## src/rtl/rng_pkg.sv

```systemverilog
// Shared definitions for the enable-interval counter and its per-channel slices.
package rng_pkg;

   // Counter overflow behaviour selectors for the SATURATE parameter.
   localparam int unsigned CNT_WRAP = 0;
   localparam int unsigned CNT_SAT  = 1;

   // Width of a channel index; a single channel still needs a 1-bit field.
   function automatic int unsigned chan_idx_width(input int unsigned channels);
      return (channels > 1) ? int'($clog2(channels)) : 1;
   endfunction

endpackage

```

## src/rtl/interval_counter_channel.sv

```systemverilog
// One measurement channel: counts enable-high cycles, captures the length on the
// falling edge into a single-entry holding slot, and flags captures it had to drop.
module interval_counter_channel
   import rng_pkg::*;
#(
   parameter int unsigned WIDTH    = 32,
   parameter int unsigned SATURATE = CNT_WRAP
) (
   input  logic             clk_i,
   input  logic             rst_ni,
   input  logic             enable_i,
   input  logic             clear_ovf_i,
   input  logic             grant_i,
   output logic             pending_o,
   output logic [WIDTH-1:0] hold_o,
   output logic             overflow_o
);

   localparam logic [WIDTH-1:0] CntOne = {{(WIDTH-1){1'b0}}, 1'b1};

   logic             last_en_q, last_en_d;
   logic [WIDTH-1:0] cnt_q, cnt_d;
   logic [WIDTH-1:0] hold_q, hold_d;
   logic             pending_q, pending_d;
   logic             overflow_q, overflow_d;
   logic             fall;

   assign fall = last_en_q & ~enable_i;

   // Next-state for counter, holding slot and sticky overflow.
   always_comb begin
      last_en_d  = enable_i;
      cnt_d      = cnt_q;
      hold_d     = hold_q;
      pending_d  = pending_q;
      overflow_d = overflow_q & ~clear_ovf_i;

      if (enable_i) begin
         if (!last_en_q) begin
            cnt_d = CntOne;
         end else if ((SATURATE == CNT_SAT) && (cnt_q == '1)) begin
            cnt_d = cnt_q;
         end else begin
            cnt_d = cnt_q + CntOne;
         end
      end

      // A grant empties the slot this cycle, so a coincident capture still fits.
      if (grant_i) begin
         pending_d = 1'b0;
      end

      if (fall) begin
         if (!pending_q || grant_i) begin
            hold_d    = cnt_q;
            pending_d = 1'b1;
         end else begin
            overflow_d = 1'b1;
         end
      end
   end

   // Channel state registers.
   always_ff @(posedge clk_i or negedge rst_ni) begin
      if (!rst_ni) begin
         last_en_q  <= 1'b0;
         cnt_q      <= '0;
         hold_q     <= '0;
         pending_q  <= 1'b0;
         overflow_q <= 1'b0;
      end else begin
         last_en_q  <= last_en_d;
         cnt_q      <= cnt_d;
         hold_q     <= hold_d;
         pending_q  <= pending_d;
         overflow_q <= overflow_d;
      end
   end

   assign pending_o  = pending_q;
   assign hold_o     = hold_q;
   assign overflow_o = overflow_q;

endmodule

```

## src/rtl/enable_interval_counter.sv

```systemverilog
// Multi-channel enable-interval counter: per-channel captures merged into one
// valid/ready stream by a round-robin arbiter feeding a single output register.
module enable_interval_counter
   import rng_pkg::*;
#(
   parameter int unsigned WIDTH    = 32,
   parameter int unsigned CHANNELS = 4,
   parameter int unsigned SATURATE = CNT_WRAP
) (
   input  logic                                  clk_i,
   input  logic                                  rst_ni,
   input  logic [CHANNELS-1:0]                   enable_i,
   input  logic [CHANNELS-1:0]                   clear_ovf_i,
   input  logic                                  out_ready_i,
   output logic                                  out_valid_o,
   output logic [WIDTH-1:0]                      out_data_o,
   output logic [chan_idx_width(CHANNELS)-1:0]   out_channel_o,
   output logic [CHANNELS-1:0]                   overflow_o
);

   localparam int unsigned IDXW = chan_idx_width(CHANNELS);

   logic [CHANNELS-1:0] pending;
   logic [CHANNELS-1:0] grant;
   logic [WIDTH-1:0]    hold [CHANNELS];

   logic [IDXW-1:0]  ptr_q, ptr_d;
   logic             out_valid_q, out_valid_d;
   logic [WIDTH-1:0] out_data_q, out_data_d;
   logic [IDXW-1:0]  out_channel_q, out_channel_d;

   logic             load_en;
   logic             found;
   logic [IDXW-1:0]  gnt_idx;
   logic [WIDTH-1:0] sel_data;

   for (genvar c = 0; c < CHANNELS; c++) begin : g_chan
      interval_counter_channel #(
         .WIDTH    (WIDTH),
         .SATURATE (SATURATE)
      ) u_chan (
         .clk_i       (clk_i),
         .rst_ni      (rst_ni),
         .enable_i    (enable_i[c]),
         .clear_ovf_i (clear_ovf_i[c]),
         .grant_i     (grant[c]),
         .pending_o   (pending[c]),
         .hold_o      (hold[c]),
         .overflow_o  (overflow_o[c])
      );
   end

   assign load_en = ~out_valid_q | out_ready_i;

   // Round-robin pick: first pending channel at/after the pointer, then wrap to below it.
   always_comb begin
      found    = 1'b0;
      gnt_idx  = '0;
      sel_data = '0;
      grant    = '0;
      for (int unsigned c = 0; c < CHANNELS; c++) begin
         if (!found && pending[c] && (IDXW'(c) >= ptr_q)) begin
            found   = 1'b1;
            gnt_idx = IDXW'(c);
         end
      end
      for (int unsigned c = 0; c < CHANNELS; c++) begin
         if (!found && pending[c] && (IDXW'(c) < ptr_q)) begin
            found   = 1'b1;
            gnt_idx = IDXW'(c);
         end
      end
      for (int unsigned c = 0; c < CHANNELS; c++) begin
         if (gnt_idx == IDXW'(c)) begin
            sel_data = hold[c];
            grant[c] = load_en & found;
         end
      end
   end

   // Output stage and pointer next-state.
   always_comb begin
      out_valid_d   = out_valid_q;
      out_data_d    = out_data_q;
      out_channel_d = out_channel_q;
      ptr_d         = ptr_q;
      if (load_en) begin
         out_valid_d = found;
         if (found) begin
            out_data_d    = sel_data;
            out_channel_d = gnt_idx;
            ptr_d         = (gnt_idx == IDXW'(CHANNELS - 1)) ? '0 : gnt_idx + IDXW'(1);
         end
      end
   end

   // Output register and arbiter pointer.
   always_ff @(posedge clk_i or negedge rst_ni) begin
      if (!rst_ni) begin
         out_valid_q   <= 1'b0;
         out_data_q    <= '0;
         out_channel_q <= '0;
         ptr_q         <= '0;
      end else begin
         out_valid_q   <= out_valid_d;
         out_data_q    <= out_data_d;
         out_channel_q <= out_channel_d;
         ptr_q         <= ptr_d;
      end
   end

   assign out_valid_o   = out_valid_q;
   assign out_data_o    = out_data_q;
   assign out_channel_o = out_channel_q;

endmodule

```

## config.mk

```make
export PLATFORM = sky130hd
export DESIGN_NAME = enable_interval_counter
export DESIGN_NICKNAME = d
export VERILOG_FILES = /design/src/rtl/rng_pkg.sv /design/src/rtl/interval_counter_channel.sv /design/src/rtl/enable_interval_counter.sv
export SDC_FILE = /design/constraint.sdc
export NUM_CORES = 1
export LEC_CHECK = 0
export BUFFER_PORTS_ARGS = -buffer_cell sky130_fd_sc_hd__buf_2
export CAP_MARGIN = 10
export CORE_UTILIZATION = 30
export CTS_BUF_LIST = sky130_fd_sc_hd__clkbuf_4 sky130_fd_sc_hd__clkbuf_8
export DETAILED_ROUTE_END_ITERATION = 6
export PLACE_DENSITY = 0.43
export SLEW_MARGIN = 10
export SYNTH_ARGS = -nofsm -noshare
export SYNTH_HDL_FRONTEND = slang
export SYNTH_HIERARCHICAL = 1
export SYNTH_SLANG_ARGS = --single-unit
```

## constraint.sdc

```tcl
create_clock -name clk_i -period 4.3 [get_ports clk_i]
set_input_delay 0.86 -clock clk_i [delete_from_list [all_inputs] [get_ports clk_i]]
set_output_delay 0.86 -clock clk_i [all_outputs]
set_load 0.05 [all_outputs]
```

# After elaboration in Yosys (flattened, before gate mapping)
# Cells that the tools add are included.
[totals]
reg_bits = 305
latchBits = 0
ram_bits = 0
mem_bits_ro = 0
in_bits = 11
out_inout_bits = 39
elab_cells = 143
n_memories = 0
[op_classes]
addsub = 5
mul = 0
n_div = 0
order_cmp = 8
eq_ne = 3
shift = 0
muxes = 48
bitwise = 19
reduce_logical = 36
[op_table]
columns = ["cell", "count"]
rows = [
  ["$mux W32", 8],
  ["$add A32 B1 Y32 const B", 4],
  ["$mux W1", 33],
  ["$logic_and A1 B1 Y1", 15],
  ["$mux W2", 7],
  ["$logic_not A1 Y1", 11],
  ["$reduce_and A2 Y1", 5],
  ["$and A1 B1 Y1", 9],
  ["$not A1 Y1", 9],
  ["$eq A2 B2 Y1 const B", 2],
  ["$ge A1 B2 Y1 const A", 2],
  ["$ge A2 B2 Y1 const A", 2],
  ["$logic_or A1 B1 Y1", 4],
  ["$lt A1 B2 Y1 const A", 2],
  ["$lt A2 B2 Y1 const A", 2],
  ["$add A2 B1 Y2 const B", 1],
  ["$eq A2 B1 Y1 const B", 1],
  ["$logic_not A2 Y1", 1],
  ["$or A1 B1 Y1", 1],
]

# Depth between registers and ports, before layout
# Gate-level depths: netlist of the first run.
[depth]
depth_word = 36
depth_mapped = 14

# Cells and area by module
# The synthesis of the first run kept the hierarchy.
[modules_own_cells]
columns = ["module", "instances", "cells_per_inst", "area_each_um2", "seq_area_each_um2"]
rows = [
  ["interval_counter_channel at g_chan[1].u_chan ...", 3, 280, 3076.7, 1676.6],
  ["interval_counter_channel at g_chan[0].u_chan", 1, 273, 3061.7, 1676.6],
  ["enable_interval_counter", 1, 333, 2675.1, 925.9],
]

# Least setup slack after synthesis of the first run
# No wires, ideal clock.
[synth_timing]
path_kind = "register -> register"
startpoint = "register ptr_q[1]"
endpoint = "register g_chan[0].u_chan.hold_q[10]"
setup_time_ps = 125
t_arrival_ps = 3038
required_time_ps = 4175
slack_ps = 1137
path_stages_with_launch = 14
n_path_buf = 5
period_less_slack_ps = 3163
path_cell_list = "dfrtp_1 -> clkbuf_1 -> mux2i_1 -> a221oi_1 -> inv_1 -> ha_1 -> clkbuf_1 -> clkbuf_1 -> and3_1 -> nand2b_1 -> nand2b_1 -> clkbuf_1 -> buf_2 -> mux2_2"
[synth_via]
elab_chain_len = 35
word_cells_on_any_way = 50
cone_classes = "order compare: 8; mux: 16; bitwise: 1; reduce/logical: 25"
[synth_rtl]
columns = ["item", "line_no", "source"]
rows = [
  ["start, declared", "enable_interval_counter.sv:27", "logic [IDXW-1:0] ptr_q, ptr_d;"],
  ["start signal, assigned", "enable_interval_counter.sv:108", "ptr_q <= ptr_d;"],
  ["$ge A1 B2 Y1", "enable_interval_counter.sv:62", "if (!found && pending[c] && (IDXW'(c) >= ptr_q)) begin"],
  ["$logic_and A1 B1 Y1", "enable_interval_counter.sv:62", ""],
  ["$mux W1", "enable_interval_counter.sv:62", ""],
  ["$logic_not A1 Y1", "enable_interval_counter.sv:62", ""],
  ["$logic_and A1 B1 Y1 (2 in a row)", "enable_interval_counter.sv:62", ""],
  ["$mux W1", "enable_interval_counter.sv:62", ""],
  ["$logic_not A1 Y1", "enable_interval_counter.sv:62", ""],
  ["$logic_and A1 B1 Y1 (2 in a row)", "enable_interval_counter.sv:62", ""],
  ["[... 18 more ...]", "--", ""],
  ["$logic_and A1 B1 Y1 (2 in a row)", "enable_interval_counter.sv:68", "if (!found && pending[c] && (IDXW'(c) < ptr_q)) begin"],
  ["$mux W2 (*)", "enable_interval_counter.sv:68", ""],
  ["net gnt_idx[0]", "enable_interval_counter.sv:34", "logic [IDXW-1:0] gnt_idx;"],
  ["$logic_not A2 Y1 (*)", "enable_interval_counter.sv:74", "if (gnt_idx == IDXW'(c)) begin"],
  ["$mux W1 (*)", "enable_interval_counter.sv:74", ""],
  ["net grant[0]", "enable_interval_counter.sv:24", "logic [CHANNELS-1:0] grant;"],
  ["$logic_or A1 B1 Y1 (*)", "interval_counter_channel.sv:54", "if (!pending_q || grant_i) begin"],
  ["$reduce_and A2 Y1 (no source line) (*)", "--", ""],
  ["end signal, assigned", "interval_counter_channel.sv:74", "hold_q <= hold_d;"],
  ["end, declared", "interval_counter_channel.sv:23", "logic [WIDTH-1:0] hold_q, hold_d;"],
]
# Mark *: on every way through the listed nets, which the timed path passes. The rest lies on a longest branch.
# A chain may end at the register's enable or synchronous reset.

# Final worst setup path of the first run
[layout_timing]
startpoint = "register ptr_q[1]"
endpoint = "register g_chan[0].u_chan.hold_q[23]"
# The elaborated chain is that of the path after synthesis.

==> results.md, run 1 <==
* Yosys warning count at 6
* Storage cell area at 7630 um^2
* Routed vias/inst at 5.32
* Routed WL at 45700 um
* Total GRT Usage at 18.3%
* Number of flops mapped to enable cells by yosys at 0
* Layout cells sized above 1 at 21.1%
* Initial Util at 30.5%
* Initial antenna violation count at 0
* Multi-input logic area at 6680 um^2
* DRC violations left at 0
* Status: finished clean
* CP startpoint kind: register
* Share of the synthesized area in the top cell type at 51.0%
* GRT overflow at 0
* CP required at 4.81 ns
* Row cnt at 81
* Most frequent cell after synthesis: dfrtp_1
* Clock latency on the worst-skew pair at 0.65 ns
* Bufs on Longest Clock Path at 3
* Port Buffers at 49
* Power Dens Cells at 573 nW/um^2
* CTS Hold Buffers Added at 0
* Worst EP arrival at 4.13 ns
* Post-DP HPWL at 32300 um
* Worst slew pin tran at 1.06 ns
* 1st-iter DRT viols at 783
* Cell count of the worst reg-to-reg path at 9
* H-Tree Level Count at 2
* Antenna Nets Post-Route at 0
* FF+latch count, synth at 305
* Die Span Y at 225 um
* Setup TNS at 0 ns
* Count of final max-slew check failures at 0
* Crit path time final at 3.62 ns
* Hold Vio Cnt, Final at 0
* TritonCTS clock tree: yes
* Vias at 11600
* Maximum clock frequency at 276 MHz
* Worst VDD drop at 407 uV
* Fin crit share at 84.2%
* Setup Buffers After CTS at 0
* Synth area leaders: dfrtp_1, mux2_2, a21oi_1
* Synth unique cells at 51
* Most instantiated cells after synthesis: dfrtp_1, nand2_1, a21oi_1
* Nets at 1493
* Fin Hold WS at 0.294 ns
* Worst r2r src: ptr_q[1]$_DFFE_PN0P_
* Syn Area/Cell at 10.4 um^2
* GP Congestion at 0.790
* Clock-pin transition on the worst setup and hold timing paths at 0.06 ns
* Mapped Cells at 1446
* Cell taking the most area after synthesis: dfrtp_1
* Fin Clk Skew at 0.0289 ns
* Clk Tree Root Cell: clkbuf_8
* Worst Setup End Kind: register
* Crit path kind: reg -> reg
* Die width at 225 um
* Area of the core at 49100 um^2
* Vias in the first global route at 11100
* Async set-reset flop share out of synthesis at 100%
* Top FF cell, synth: dfrtp_1
* Finish-stage setup viols at 0
* Critical-path maximum fanout at 36
* Router iterations before antenna repair at 5
* Die ar. at 50800 um^2
* CTS Sinks at 305
* # fillers at 5086
* Post-Syn Nets at 1465
* Max-slew headroom at 29.1%
* Leak at 7.21 nW
* Post_cts resized at 0
* Sequential cell area fraction in the yosys report at 51.0%
* Largest net degree at the start of global routing at 108
* P&R area growth vs syn at 14.6%
* I/O Pins at 50
* # diodes at 0
* Post-Synthesis Cell Area at 15000 um^2
* First-pass GRT wire length at 70700 um
* Pwr Total at 9.83 mW
* Total CTS buffers at 58
* Worst Setup SP: ptr_q[1]$_DFFE_PN0P_
* Maxcap violations at 0
* RSZ-0062 raised after global routing: false
* WL per Instance at 20.9 um
* Hold Path Class: in -> async
[critical path, cell delays in order (launching register included)]
cell and delay (ns):
dfrtp_1 0.46, mux2i_1 0.15, a221oi_1 0.73, inv_1 0.15, ha_1 0.61, and3_1 0.31, nand2b_1 0.18, nand2b_1 0.09
buf_4 0.38, mux2_2 0.39
[stage by stage]
stage          setup WS, ns  instances  area, um^2  util (%)
2_1_floorplan          1.14       1446       15000         -
3_3_place_gp          0.864       2078       15800      32.2
3_5_place_dp          0.799       2078       15800      32.2
4_1_cts               0.750       2188       17100      35.0
5_1_grt               0.463       2188       17100      35.0
6_report              0.681       2188       17100      35.0
[area by class of cell]
class / instances / share of cell area (%)
sequential: 305 / 44.5
multi-input combinational: 982 / 38.9
clock buffer: 89 / 6.67
tap: 664 / 4.84
timing repair buffer: 69 / 2.66
inverter: 58 / 1.27
clock inverter: 21 / 1.10
[state kept, by name (all words and copies together), names as in the netlist]
name / count
g_chan.u_chan/last_en_q: 4
g_chan.u_chan/overflow_o: 4
g_chan.u_chan/hold_o: 128
g_chan.u_chan/pending_o: 4
out_channel_o: 2
g_chan.u_chan/cnt_q: 128
ptr_q: 2
out_data_o: 32
out_valid_o: 1
[placed cells by master (no fill, tap or decap), drive strengths merged, types with 33 or more instances in the layout]
cell type and count:
dfrtp 305, mux2 116, buf 69, o31ai 41, o21ai 49, inv 56
nand3 56, clkbuf 89, or4 45, nor2 33, nor4 33, nand4 58
a21oi 122, nand2 126
[where the power goes]
group | internal [mW] | switching (mW) | leakage (nW)
Combinational | 0.955 | 2.13 | 2.38
Sequential | 3.19 | 0.344 | 4.12
Clock | 1.88 | 1.33 | 0.712
[worst paths after layout]
kind | end | slack (ns)
setup / recovery | g_chan[0].u_chan/hold_o[23]$_DFFE_PN0P_ | 0.68
hold / removal | g_chan[1].u_chan/hold_o[23]$_DFFE_PN0P_ | 0.29
setup reg to reg | g_chan[0].u_chan/hold_o[23]$_DFFE_PN0P_ | 0.68
hold reg to reg | g_chan[3].u_chan/hold_o[12]$_DFFE_PN0P_ | 0.48
max in group asynchronous | g_chan[0].u_chan/cnt_q[6]$_DFFE_PN0P_ | 3.03
min in group clk_i | g_chan[1].u_chan/overflow_o$_DFF_PN0_ | 0.43
[kinds of logic after synthesis]
group | share of synthesized area, %
xor gates and xnor gates | 1.52
adders and majority gates | 0.669
DFF | 51.0
AOI/OAI and AO/OA | 13.7
buffers and inverters | 4.46
muxes | 9.51
and+or+nand+nor | 19.2
[routing by layer]
metal	vias to the layer above	GRT usage, %	share of wire, %
met5	-	0	0
met4	0	5.86	2.3
met3	62	2.97	4.3
met2	237	27.1	44
met1	5885	26.9	49
li1	5462	-	-
(Power assumes the default switching activity.)
==> run 2: changes to the inputs <==
Settings changed: PLACE_DENSITY 0.43 to 0.45.
Clock period 4.3 ns to 3.25 ns, I/O delays scaled along.
==> results.md, run 2 (synthesis gave the netlist of run 1 again) <==
* Worst slew pin tran at 0.729 ns (was 1.06 ns)
* Leak at 7.21 nW (about the same)
* DRC violations left at 0 (unchanged)
* H-Tree Level Count at 2 (unchanged)
* Die ar. at 50800 um^2 (unchanged)
* Hold Path Class: in -> reg (was in -> async)
* Post-DP HPWL at 32100 um (was 32300 um)
* Total GRT Usage at 18.6% (was 18.3%)
* Clock latency on the worst-skew pair at 0.66 ns (was 0.65 ns)
* Fin crit share at 86.3% (was 84.2%)
* Maximum clock frequency at 357 MHz (was 276 MHz)
* Fin Hold WS at 0.190 ns (was 0.294 ns)
* First-pass GRT wire length at 71600 um (was 70700 um)
* Maxcap violations at 0 (unchanged)
* Die Span Y at 225 um (unchanged)
* Finish-stage setup viols at 0 (unchanged)
* CTS Hold Buffers Added at 1 (was 0)
* Internal power at 7.87 mW (was 6.03 mW)
* Clock group share of total power at 31.5% (was 32.7%)
* GP Congestion at 0.799 (was 0.790)
* Router iterations before antenna repair at 5 (unchanged)
* CTS Sinks at 305 (unchanged)
* WL per Instance at 21.2 um (was 20.9 um)
* Area of the core at 49100 um^2 (unchanged)
* Clock-pin transition on the worst setup and hold timing paths at 0.06 ns (about the same)
* Post-route cell area at 17100 um^2 (about the same)
* Sw Pwr at 5.01 mW (was 3.80 mW)
* Bufs on Longest Clock Path at 3 (unchanged)
* Sw Ratio at 38.9% (was 38.7%)
* Setup Buffers After CTS at 0 (unchanged)
* Power Dens Cells at 751 nW/um^2 (was 573 nW/um^2)
* Routed WL at 46300 um (was 45700 um)
* Port Buffers at 49 (unchanged)
* Part of the power in registers at 36.5% (was 36.0%)
* Post-Layout Cell Count at 2183 (was 2188)
* CP startpoint kind: register (unchanged)
* Crit path time final at 2.80 ns (was 3.62 ns)
* Logic pwr share at 32.1% (was 31.4%)
* Crit path kind: reg -> reg (unchanged)
* RSZ-0062 raised after global routing: false (unchanged)
* Fin Clk Skew at 0.0219 ns (was 0.0289 ns)
* I/O Pins at 50 (unchanged)
* Initial antenna violation count at 1 (was 0)
* Worst EP arrival at 3.33 ns (was 4.13 ns)
* Vias in the first global route at 11400 (was 11100)
* # diodes at 0 (unchanged)
* Total CTS buffers at 56 (was 58)
* Status: finished clean (unchanged)
* Count of final max-slew check failures at 0 (unchanged)
* # fillers at 5053 (was 5086)
* GRT overflow at 0 (unchanged)
* Die width at 225 um (unchanged)
* TritonCTS clock tree: yes (unchanged)
* Post-Route Utilization at 35.0% (about the same)
* Placed insts at 2082 (was 2078)
* Nets at 1496 (was 1493)
* Post_cts resized at 0 (unchanged)
* P&R area growth vs syn at 14.5% (was 14.6%)
* Max-slew headroom at 51.4% (was 29.1%)
* Placed inst area at 15900 um^2 (was 15800 um^2)
* Antenna Nets Post-Route at 0 (unchanged)
* Vias at 11800 (was 11600)
* Commonest non-fill, non-tap cells in the layout: dfrtp_1, nand2_1, a21oi_1 (unchanged)
* Setup TNS at 0 ns (unchanged)
* Layout cells sized above 1 at 20.7% (was 21.1%)
* Worst Setup End Kind: register (unchanged)
* Critical-path maximum fanout at 33 (was 36)
* Hold Vio Cnt, Final at 0 (unchanged)
* Commonest non-fill, non-tap cell in the layout: dfrtp_1 (unchanged)
* CP required at 3.78 ns (was 4.81 ns)
* Worst VDD drop at 694 uV (was 407 uV)
* Row cnt at 81 (unchanged)
* Routed vias/inst at 5.40 (was 5.32)
* 1st-iter DRT viols at 846 (was 783)
* Initial Util at 30.5% (unchanged)
* Clk Tree Root Cell: clkbuf_8 (unchanged)
* Largest net degree at the start of global routing at 70 (was 108)
-- run 2: final timing paths --
| check | cells after the start | endpoint | slack, ns | start |
|---|---|---|---|---|
| setup / recovery | 9 | g_chan[2].u_chan/hold_o[18]$_DFFE_PN0P_ | 0.45 | ptr_q[1]$_DFFE_PN0P_ |
| hold / removal | 2 | g_chan[3].u_chan/overflow_o$_DFF_PN0_ | 0.19 | clear_ovf_i[3] |
| setup reg to reg | 9 | g_chan[2].u_chan/hold_o[18]$_DFFE_PN0P_ | 0.45 | ptr_q[1]$_DFFE_PN0P_ |
| hold reg to reg | 2 | g_chan[0].u_chan/hold_o[17]$_DFFE_PN0P_ | 0.48 | g_chan[0].u_chan/hold_o[17]$_DFFE_PN0P_ |
| max in group asynchronous | 3 | g_chan[3].u_chan/hold_o[1]$_DFFE_PN0P_ | 1.80 | rst_ni |
| min in group asynchronous | 2 | g_chan[1].u_chan/cnt_q[13]$_DFFE_PN0P_ | 0.59 | rst_ni |
-- run 2: critical path, cell delays in order, from the launching register on --
cell and delay (ns):
dfrtp_1 0.46, mux2i_1 0.16, a221oi_1 0.40, inv_1 0.13, ha_2 0.21, and3_1 0.14, nand2b_1 0.28, nand3_1 0.31
buf_12 0.25, mux2_2 0.36
-- run 2: metrics by stage --
step | setup slack, ns | total power [mW]
floorplan | 0.0871 | 7.53
global placement | 0.532 | 8.89
detailed placement | 0.489 | 8.90
CTS | 0.474 | 13.1
global route | 0.345 | 13.6
finish | 0.446 | 12.9
-- run 2: final cells by class --
type / count / area (um^2) / share of cell area, %
sequential: 305 / 7630 / 44.5
multi-input combinational: 982 / 6680 / 39.0
clock buffer: 91 / 1180 / 6.87
tap: 664 / 831 / 4.85
timing repair buffer: 74 / 533 / 3.11
inverter: 58 / 218 / 1.27
clock inverter: 9 / 73.8 / 0.431
-- run 2: power groups by stage --
stage / clock network, mW / registers [mW] / logic (mW)
global route: 4.37 / 4.74 / 4.45
global placement: 0 / 4.76 / 4.13
floorplan: 0 / 5.31 / 2.22
finish: 4.06 / 4.70 / 4.13
CTS: 4.20 / 4.70 / 4.16
detailed placement: 0 / 4.76 / 4.14
-- run 2: layer usage --
metal,GRT usage [%],share of wire [%]
met5,0,0.028
met4,4.72,1.9
met3,3.47,4.7
met2,28.5,46
met1,26.8,48
==> run 3: changes to the inputs <==
Settings changed: CELL_PAD_IN_SITES_DETAIL_PLACEMENT from default to 1, CELL_PAD_IN_SITES_GLOBAL_PLACEMENT from default to 2, CORE_UTILIZATION 30 to 39, PLACE_DENSITY 0.45 to 0.78.
==> results.md, run 3 (synthesis gave the netlist of run 1 again) <==
* Setup TNS at 0 ns (unchanged)
* Worst EP arrival at 3.53 ns (was 3.33 ns)
* Crit path time final at 3.01 ns (was 2.80 ns)
* Pwr Total at 12.9 mW (about the same)
* Fin crit share at 92.5% (was 86.3%)
* Routed vias/inst at 5.83 (was 5.40)
* Port Buffers at 49 (unchanged)
* Placed inst area at 15700 um^2 (was 15900 um^2)
* Logic pwr share at 32.6% (was 32.1%)
* Post-DP HPWL at 32100 um (about the same)
* Initial antenna violation count at 0 (was 1)
* Power Dens Cells at 762 nW/um^2 (was 751 nW/um^2)
* CTS Sinks at 305 (unchanged)
* Leak at 7.21 nW (about the same)
* Crit path kind: reg -> reg (unchanged)
* First-pass GRT wire length at 72500 um (was 71600 um)
* P&R area growth vs syn at 13.2% (was 14.5%)
* Clock-pin transition on the worst setup and hold timing paths at 0.06 ns (about the same)
* Post-Route Utilization at 44.9% (was 35.0%)
* 1st-iter DRT viols at 792 (was 846)
* Part of the power in registers at 35.9% (was 36.5%)
* Area of the core at 37800 um^2 (was 49100 um^2)
* I/O Pins at 50 (unchanged)
* Clk Tree Root Cell: clkbuf_8 (unchanged)
* Worst Path Buf+Inv at 2 (unchanged)
* Maxcap violations at 0 (unchanged)
* Clock latency on the worst-skew pair at 0.65 ns (was 0.66 ns)
* Hold Vio Cnt, Final at 0 (unchanged)
* Vias in the first global route at 12100 (was 11400)
* Fin Clk Skew at 0.0240 ns (was 0.0219 ns)
* Router iterations before antenna repair at 5 (unchanged)
* Commonest non-fill, non-tap cells in the layout: dfrtp_1, nand2_1, a21oi_1 (unchanged)
* Status: finished clean (unchanged)
* CP Cell Sequence: mux2i_1, a221oi_1, inv_1, ha_2, and3_1, nand2b_1, nand3_1, buf_4, mux2_2 (was mux2i_1, a221oi_1, inv_1, ha_2, and3_1, nand2b_1, nand3_1, buf_12, mux2_2)
* RSZ-0062 raised after global routing: false (unchanged)
* Max incr delay on CP at 0.69 ns (was 0.46 ns)
* Clock group share of total power at 31.5% (about the same)
* Hold Path Class: in -> reg (unchanged)
* Max-slew headroom at 50.4% (was 51.4%)
* CP required at 3.78 ns (about the same)
* Vias at 11900 (was 11800)
* Commonest non-fill, non-tap cell in the layout: dfrtp_1 (unchanged)
* Post_cts resized at 0 (unchanged)
* Die ar. at 39200 um^2 (was 50800 um^2)
* Setup Buffers After CTS at 0 (unchanged)
* Bufs on Longest Clock Path at 3 (unchanged)
* Sw Ratio at 38.8% (was 38.9%)
* Initial Util at 39.6% (was 30.5%)
* Sw Pwr at 5.01 mW (about the same)
* Layout cells sized above 1 at 20.9% (was 20.7%)
* # diodes at 0 (unchanged)
* Critical-path maximum fanout at 36 (was 33)
* Delay-heaviest family, CP: compound AO/OA/AOI/OAI gates (was simple AND/OR/NAND/NOR gates)
* Worst Setup End Kind: register (unchanged)
* H-Tree Level Count at 2 (unchanged)
* Largest net degree at the start of global routing at 89 (was 70)
* WL per Instance at 22.4 um (was 21.2 um)
* Routed WL at 45700 um (was 46300 um)
* Post-route cell area at 16900 um^2 (was 17100 um^2)
* Count of final max-slew check failures at 0 (unchanged)
* TritonCTS clock tree: yes (unchanged)
* CTS Hold Buffers Added at 1 (unchanged)
* Die width at 198 um (was 225 um)
* GP Congestion at 0.877 (was 0.799)
* CP max stage cell: a221oi_1 (was dfrtp_1)
* Finish-stage setup viols at 0 (unchanged)
* Maximum clock frequency at 333 MHz (was 357 MHz)
* CP startpoint kind: register (unchanged)
* Total GRT Usage at 24.0% (was 18.6%)
* Row cnt at 71 (was 81)
* Worst slew pin tran at 0.743 ns (was 0.729 ns)
* Total CTS buffers at 56 (unchanged)
* Die Span Y at 198 um (was 225 um)
* Worst VDD drop at 554 uV (was 694 uV)
* GRT overflow at 0 (unchanged)
* Nets at 1499 (was 1496)
* Internal power at 7.90 mW (was 7.87 mW)
* Antenna Nets Post-Route at 0 (unchanged)
* DRC violations left at 0 (unchanged)
run 3: cell types whose count changed in the layout (fill, tap and decap cells not counted), sizes merged:
cell      change
buf           +3
clkinvlp      +2
bufinv        +1
clkbuf        +1
clkinv        -1
inv           -1
run 3: final timing paths:
path                                                              start  slack, ns                                      end  cells after the start
worst max-delay path                               ptr_q[1]$_DFFE_PN0P_       0.24  g_chan[2].u_chan/hold_o[20]$_DFFE_PN0P_                      9
worst max register to register                     ptr_q[1]$_DFFE_PN0P_       0.24  g_chan[2].u_chan/hold_o[20]$_DFFE_PN0P_                      9
min in group asynchronous                                        rst_ni       0.51   g_chan[2].u_chan/cnt_q[24]$_DFFE_PN0P_                      2
worst min register to register  g_chan[2].u_chan/hold_o[25]$_DFFE_PN0P_       0.49  g_chan[2].u_chan/hold_o[25]$_DFFE_PN0P_                      2
max in group asynchronous                                        rst_ni       1.89   g_chan[1].u_chan/hold_o[2]$_DFFE_PN0P_                      3
worst min-delay path                                     clear_ovf_i[3]       0.19    g_chan[3].u_chan/overflow_o$_DFF_PN0_                      2
run 3: metal layers:
layer / wire length (um) / GRT usage [%] / vias to the layer above
li1: - / - / 5446
met1: 21500 / 33.8 / 6132
met2: 21200 / 38.0 / 218
met3: 1880 / 3.93 / 78
met4: 1110 / 7.21 / 0
met5: 0 / 0 / -
run 3: area by class of cell:
| class | instances | area (um^2) |
|---|---|---|
| fill | 4144 | 20800 |
| clock buffer | 92 | 1150 |
| tap | 511 | 639 |
| timing repair buffer | 77 | 518 |
| clock inverter | 10 | 105 |
| sequential | 305 | 7630 |
| inverter | 58 | 218 |
| multi-input combinational | 982 | 6680 |
run 3: per-stage QoR:
| step | instances | setup WS (ns) | hold WS, ns |
|---|---|---|---|
| detailed placement | 1932 | 0.250 | 0.478 |
| global placement | 1932 | 0.396 | 0.472 |
| CTS | 2035 | 0.241 | 0.156 |
| global route | 2035 | 0.0417 | 0.150 |
| finish | 2035 | 0.245 | 0.187 |
| floorplan | 1446 | 0.0871 | 0.354 |
run 3: power groups by stage:
stage	clock network, mW	registers (mW)	logic, mW
floorplan	0	5.31	2.22
global placement	0	4.68	4.13
detailed placement	0	4.70	4.16
CTS	4.17	4.64	4.17
global route	4.34	4.68	4.47
finish	4.07	4.63	4.21
